## src/rtl/gpmc_initiator.sv

```systemverilog
// rtl/gpmc_initiator.sv - single-word GPMC bus initiator (multiplexed 16-bit AD)
module gpmc_initiator #(
   parameter int ADDR_W   = 11,
   parameter int ADV_CYC  = 2,
   parameter int ACC_CYC  = 3,
   parameter int TURN_CYC = 1
) (
   input  logic              GPMC_CLK,
   input  logic              GPMC_RST,
   input  logic              req_valid,
   output logic              req_ready,
   input  logic              req_wr,
   input  logic [ADDR_W-1:0] req_addr,
   input  logic [15:0]       req_wdata,
   input  logic [1:0]        req_be,
   output logic              rsp_valid,
   output logic [15:0]       rsp_rdata,
   output logic [15:0]       GPMC_AD_OUT,
   input  logic [15:0]       GPMC_AD_IN,
   output logic              GPMC_AD_OE,
   output logic              GPMC_CS,
   output logic              GPMC_ADV,
   output logic              GPMC_OE,
   output logic              GPMC_WE,
   output logic              GPMC_BE0,
   output logic              GPMC_BE1,
   output logic              GPMC_WP,
   output logic              GPMC_DIR
);

   typedef enum logic [1:0] {S_IDLE, S_ADDR, S_ACCESS, S_TURN} state_t;

   state_t            state_q, state_d;
   logic [3:0]        cnt_q, cnt_d;
   logic              wr_q, wr_d;
   logic [ADDR_W-1:0] addr_q, addr_d;
   logic [15:0]       wdata_q, wdata_d;
   logic [1:0]        be_q, be_d;

   logic              req_ready_q, req_ready_d;
   logic              rsp_valid_q, rsp_valid_d;
   logic [15:0]       rsp_rdata_q, rsp_rdata_d;
   logic [15:0]       ad_out_q, ad_out_d;
   logic              ad_oe_q, ad_oe_d;
   logic              cs_q, cs_d;
   logic              adv_q, adv_d;
   logic              oe_q, oe_d;
   logic              we_q, we_d;
   logic              be0_q, be0_d;
   logic              be1_q, be1_d;
   logic              dir_q, dir_d;

   // Next-state: phase sequencing with one shared down-counter, request latching
   always_comb begin
      state_d = state_q;
      cnt_d   = cnt_q;
      wr_d    = wr_q;
      addr_d  = addr_q;
      wdata_d = wdata_q;
      be_d    = be_q;
      case (state_q)
         S_IDLE: begin
            if (req_valid && req_ready_q) begin
               wr_d    = req_wr;
               addr_d  = req_addr;
               wdata_d = req_wdata;
               be_d    = req_be;
               state_d = S_ADDR;
               cnt_d   = 4'(ADV_CYC - 1);
            end
         end
         S_ADDR: begin
            if (cnt_q == 4'd0) begin
               state_d = S_ACCESS;
               cnt_d   = 4'(ACC_CYC - 1);
            end else begin
               cnt_d = cnt_q - 4'd1;
            end
         end
         S_ACCESS: begin
            if (cnt_q == 4'd0) begin
               state_d = S_TURN;
               cnt_d   = 4'(TURN_CYC - 1);
            end else begin
               cnt_d = cnt_q - 4'd1;
            end
         end
         default: begin
            if (cnt_q == 4'd0) begin
               state_d = S_IDLE;
               cnt_d   = 4'd0;
            end else begin
               cnt_d = cnt_q - 4'd1;
            end
         end
      endcase
   end

   // Outputs: decoded from the upcoming state so every pin is a flop
   always_comb begin
      req_ready_d = 1'b0;
      rsp_valid_d = 1'b0;
      rsp_rdata_d = rsp_rdata_q;
      ad_out_d    = 16'h0000;
      ad_oe_d     = 1'b0;
      cs_d        = 1'b1;
      adv_d       = 1'b1;
      oe_d        = 1'b1;
      we_d        = 1'b1;
      be0_d       = 1'b1;
      be1_d       = 1'b1;
      dir_d       = 1'b0;
      case (state_d)
         S_IDLE: req_ready_d = 1'b1;
         S_ADDR: begin
            cs_d                = 1'b0;
            adv_d               = 1'b0;
            ad_oe_d             = 1'b1;
            ad_out_d[ADDR_W-1:0] = addr_d;
         end
         S_ACCESS: begin
            cs_d = 1'b0;
            if (wr_d) begin
               ad_oe_d  = 1'b1;
               ad_out_d = wdata_d;
               we_d     = 1'b0;
               be0_d    = ~be_d[0];
               be1_d    = ~be_d[1];
            end else begin
               oe_d  = 1'b0;
               be0_d = 1'b0;
               be1_d = 1'b0;
               dir_d = 1'b1;
            end
         end
         default: ;
      endcase
      // Leaving ACCESS is the edge that ends the last data cycle: sample read data here
      if (state_q == S_ACCESS && state_d == S_TURN) begin
         rsp_valid_d = 1'b1;
         if (!wr_q) rsp_rdata_d = GPMC_AD_IN;
      end
   end

   // State and output registers with synchronous reset
   always_ff @(posedge GPMC_CLK) begin
      if (GPMC_RST) begin
         state_q     <= S_IDLE;
         cnt_q       <= 4'd0;
         wr_q        <= 1'b0;
         addr_q      <= '0;
         wdata_q     <= 16'h0000;
         be_q        <= 2'b00;
         req_ready_q <= 1'b1;
         rsp_valid_q <= 1'b0;
         rsp_rdata_q <= 16'h0000;
         ad_out_q    <= 16'h0000;
         ad_oe_q     <= 1'b0;
         cs_q        <= 1'b1;
         adv_q       <= 1'b1;
         oe_q        <= 1'b1;
         we_q        <= 1'b1;
         be0_q       <= 1'b1;
         be1_q       <= 1'b1;
         dir_q       <= 1'b0;
      end else begin
         state_q     <= state_d;
         cnt_q       <= cnt_d;
         wr_q        <= wr_d;
         addr_q      <= addr_d;
         wdata_q     <= wdata_d;
         be_q        <= be_d;
         req_ready_q <= req_ready_d;
         rsp_valid_q <= rsp_valid_d;
         rsp_rdata_q <= rsp_rdata_d;
         ad_out_q    <= ad_out_d;
         ad_oe_q     <= ad_oe_d;
         cs_q        <= cs_d;
         adv_q       <= adv_d;
         oe_q        <= oe_d;
         we_q        <= we_d;
         be0_q       <= be0_d;
         be1_q       <= be1_d;
         dir_q       <= dir_d;
      end
   end

   assign req_ready   = req_ready_q;
   assign rsp_valid   = rsp_valid_q;
   assign rsp_rdata   = rsp_rdata_q;
   assign GPMC_AD_OUT = ad_out_q;
   assign GPMC_AD_OE  = ad_oe_q;
   assign GPMC_CS     = cs_q;
   assign GPMC_ADV    = adv_q;
   assign GPMC_OE     = oe_q;
   assign GPMC_WE     = we_q;
   assign GPMC_BE0    = be0_q;
   assign GPMC_BE1    = be1_q;
   assign GPMC_WP     = 1'b1;
   assign GPMC_DIR    = dir_q;

endmodule
```

## config.mk

```make
export PLATFORM = sky130hd
export DESIGN_NAME = gpmc_initiator
export DESIGN_NICKNAME = d
export VERILOG_FILES = /design/src/rtl/gpmc_initiator.sv
export SDC_FILE = /design/constraint.sdc
export NUM_CORES = 1
export LEC_CHECK = 0
export ABC_AREA = 1
export CAP_MARGIN = 20
export CORE_MARGIN = 10
export CORE_UTILIZATION = 35
export CTS_CLUSTER_DIAMETER = 120
export DETAILED_ROUTE_END_ITERATION = 12
export HOLD_SLACK_MARGIN = 0.05
export PLACE_DENSITY = 0.6
export SLEW_MARGIN = 20
export SYNTH_ARGS = -nofsm -noshare
export SYNTH_HDL_FRONTEND = slang
export SYNTH_SLANG_ARGS = --single-unit
```

## constraint.sdc

```tcl
create_clock -name GPMC_CLK -period 2.4 [get_ports GPMC_CLK]
set_input_delay 0.48 -clock GPMC_CLK [delete_from_list [all_inputs] [get_ports GPMC_CLK]]
set_output_delay 0.48 -clock GPMC_CLK [all_outputs]
set_load 0.005 [all_outputs]
```

==> impl_metrics.env <==
export IMPL_synth_mux_area_frac=0.00334
export IMPL_peakVddDrop_v=0.000531
export IMPL_synth_fa_ha_area_frac=0.0125
export IMPL_final_layout_size_suffix_gt1_frac=0.0898
export IMPL_yosys_area_share_simple=0.288
export IMPL_grt_start_max_net_pins=20
export IMPL_fmax_mhz=521
export IMPL_cts_hold_buf=0
export IMPL_report_final_setup_viol=0
export IMPL_cp_top_family="simple AND/OR/NAND/NOR gates"
export IMPL_reg2reg_depth=6
export IMPL_powerDensity_nw_per_um2=1170
export IMPL_syn_nets=437
export IMPL_crit_path_top_delay_cell="dfxtp_1"
export IMPL_max_cap_violations=0
export IMPL_drcViolationCount=0
export IMPL_async_flop_share=0
export IMPL_dp_hpwl_mm=5.90
export IMPL_rsz0062_at_grt="false"
export IMPL_synthFlopType="dfxtp_1"
export IMPL_start_util=0.363
export IMPL_n_fill_cell=806
export IMPL_wl_per_cell_microns=13.6
export IMPL_synth_common_cells="78 x dfxtp_1, 67 x nor2_1, 64 x nand2_1, 36 x nand3_1, 35 x inv_1"
export IMPL_post_cts_buffers=0
export IMPL_crit_buf_inv=0
export IMPL_static_leakage_power_uw=0.00174
export IMPL_cts_buffers=9
export IMPL_post_route_period_util=0.800
export IMPL_die_h_microns=113
export IMPL_dp_cells=568
export IMPL_synth_compound_area_frac=0.0872
export IMPL_dieArea_sq_um=12700
export IMPL_slew_violations=0
export IMPL_synth_top_family_by_area="simple AND/OR/NAND/NOR gates"
export IMPL_r2r_start="state_q[1]"
export IMPL_slowest_delay_ns=0.41
export IMPL_fin_worst_skew_ns=0.0106
export IMPL_crit_path_cell_trace="nor2_8, nand2_1, nand3b_1, ha_1, or2_2, a21oi_1"
export IMPL_yosys_area_top_type_share=0.521
export IMPL_drtAntennaViolNets=0
export IMPL_yosysWarnings=0
export IMPL_cp_end_kind="register"
export IMPL_min_to="wdata_q[11]"
export IMPL_start_kind="register"
export IMPL_crit_start="state_q[1]"
export IMPL_clockBufferDepth=2
export IMPL_drtIter0Drc=142
export IMPL_yosys_area_top_type="dfxtp_1"
export IMPL_synth_edff_count=0
export IMPL_status="finished, final reports clean"
export IMPL_reg2reg_slack_ns=0.48
export IMPL_synth_area_leaders="dfxtp_1 52%, nor2_1 8.4%, nand2_1 8.0%"
export IMPL_n_antenna_cell=0
export IMPL_cts_tree="done"
export IMPL_io_pins=92
export IMPL_hold_viol=0
export IMPL_synth_area_per_cell_sq_um=7.79
export IMPL_syn_inst=385
export IMPL_vias=2679
export IMPL_antenna_found_initial=0
export IMPL_routed_wl_mm=7.97
export IMPL_cts_root_buffer="clkbuf_8"
export IMPL_min_path_type="register to register"
export IMPL_crit_required_ns=2.68
export IMPL_synth_xor_area_share=0
export IMPL_track_usage=0.126
export IMPL_core_area_sq_um=8260
export IMPL_htree_levels=3
export IMPL_utilization=0.508
export IMPL_instances_no_fill=584
export IMPL_timing_rr_end="GPMC_AD_OUT[6]"
export IMPL_die_w_microns=113
export IMPL_dr_pass1_iters=5
export IMPL_grt_ovfl_total=0
export IMPL_finalSetupTns_ns=0
export IMPL_hold_depth=2
export IMPL_grt_pass1_wl_mm=13.1
export IMPL_io_buffers=90
export IMPL_num_nets_final=526
export IMPL_critical_path_class="register to register"
export IMPL_first_global_vias=2657
export IMPL_ys_ff_latch=78
export IMPL_ys_seq_area_frac=0.521
export IMPL_critPathMaxFanout=17
export IMPL_syn_cell_area_sq_um=3000
export IMPL_finalCriticalPeriod_ns=1.92
export IMPL_yosysMostFrequentCell="dfxtp_1"
export IMPL_worstHoldStart="wdata_q[11]"
export IMPL_insertion_delay_ns=0.35
export IMPL_path_clk_slew_ns=0.08
export IMPL_gp_congestion=0.756
export IMPL_syn_to_final_growth_pct=39.8
export IMPL_vias_per_cell=4.59
export IMPL_cts_resized_gates=0
export IMPL_holdWs_ns=0.473
export IMPL_cp_arrival_ns=2.20
export IMPL_clock_sinks=78
export IMPL_ys_types=27
export IMPL_num_rows=33
-- power by group --
group / internal (uW) / total, uW / switching, uW
clock: 617 / 1100 / 481
combinational: 851 / 2000 / 1150
sequential: 1640 / 1800 / 159
-- area by class of cell --
type                    count  area [sq um]  area share
clock buffers              11           141      0.0337
repair buffers             98           961       0.229
well taps                 105           131      0.0313
flip-flops and latches     78          1560       0.372
multi-input cells         250          1180       0.281
inverters                  37           139      0.0331
clock inverters             5          81.3      0.0194
-- sequential cells by signal (all words and copies together) (netlist names), 2 cells and up --
name         count
GPMC_AD_OUT     16
addr_q          11
be_q             2
cnt_q            4
rsp_rdata       16
state_q          2
wdata_q         16
-- logic make-up (layout without fill, tap and decap cells) --
| group | after synthesis | after routing |
|---|---|---|
| flip-flops | 78 | 78 |
| other | 1 | 1 |
| multiplexers | 1 | 1 |
| buffers and inverters | 57 | 151 |
| adder cells (fa/ha/maj) | 3 | 3 |
| AND/OR/NAND/NOR | 193 | 193 |
| AO/OA/AOI/OAI | 52 | 52 |
-- worst min-delay path, stage by stage (launching register included) --
cell     delay, ns
dfxtp_1       0.31
nor2_1        0.05
nor2_1        0.08
-- cells in the final DEF, fill, tap and decap left out, types with 2 or more instances in the layout --
cell / count
or2_2: 2
clkbuf_8: 10
nor2_4: 2
dfxtp_1: 78
ha_1: 3
inv_1: 35
o21ai_1: 6
nor3_1: 4
nor2_1: 67
nand3_1: 36
buf_4: 8
nand2_1: 64
bufinv_16: 2
inv_2: 2
a21oi_1: 25
or2_0: 2
nand2_4: 2
clkdlybuf4s50_1: 90
o21ai_0: 20
nand2_2: 11
-- routing by layer --
layer | share of wire | vias to the layer above | global-route usage | wire (microns)
li1 | - | 1382 | - | -
met1 | 0.46 | 1209 | 0.157 | 3700
met2 | 0.46 | 78 | 0.197 | 3640
met3 | 0.062 | 10 | 0.0378 | 496
met4 | 0.015 | 0 | 0.0567 | 123
met5 | 0 | - | 0 | 0
-- stage by stage --
stage	power, uW	setup slack, ns	area, sq um
after floorplan	3130	0.503	3000
after global placement	3830	0.167	3970
after detailed placement	3870	0.118	3970
after CTS	4980	0.454	4190
after global routing	5310	0.274	4190
final	4900	0.480	4190
-- worst max path at each step --
stage | to | slack, ns | cells after the start
final | GPMC_AD_OUT[6] | 0.48 | 6
after global routing | GPMC_AD_OUT[15] | 0.27 | 8
after CTS | GPMC_AD_OUT[6] | 0.45 | 6
after detailed placement | GPMC_AD_OUT[6] | 0.12 | 7
after global placement | GPMC_AD_OUT[2] | 0.17 | 7
after floorplan | GPMC_AD_OE | 0.50 | 9
Power figures use the tool's default switching activity.
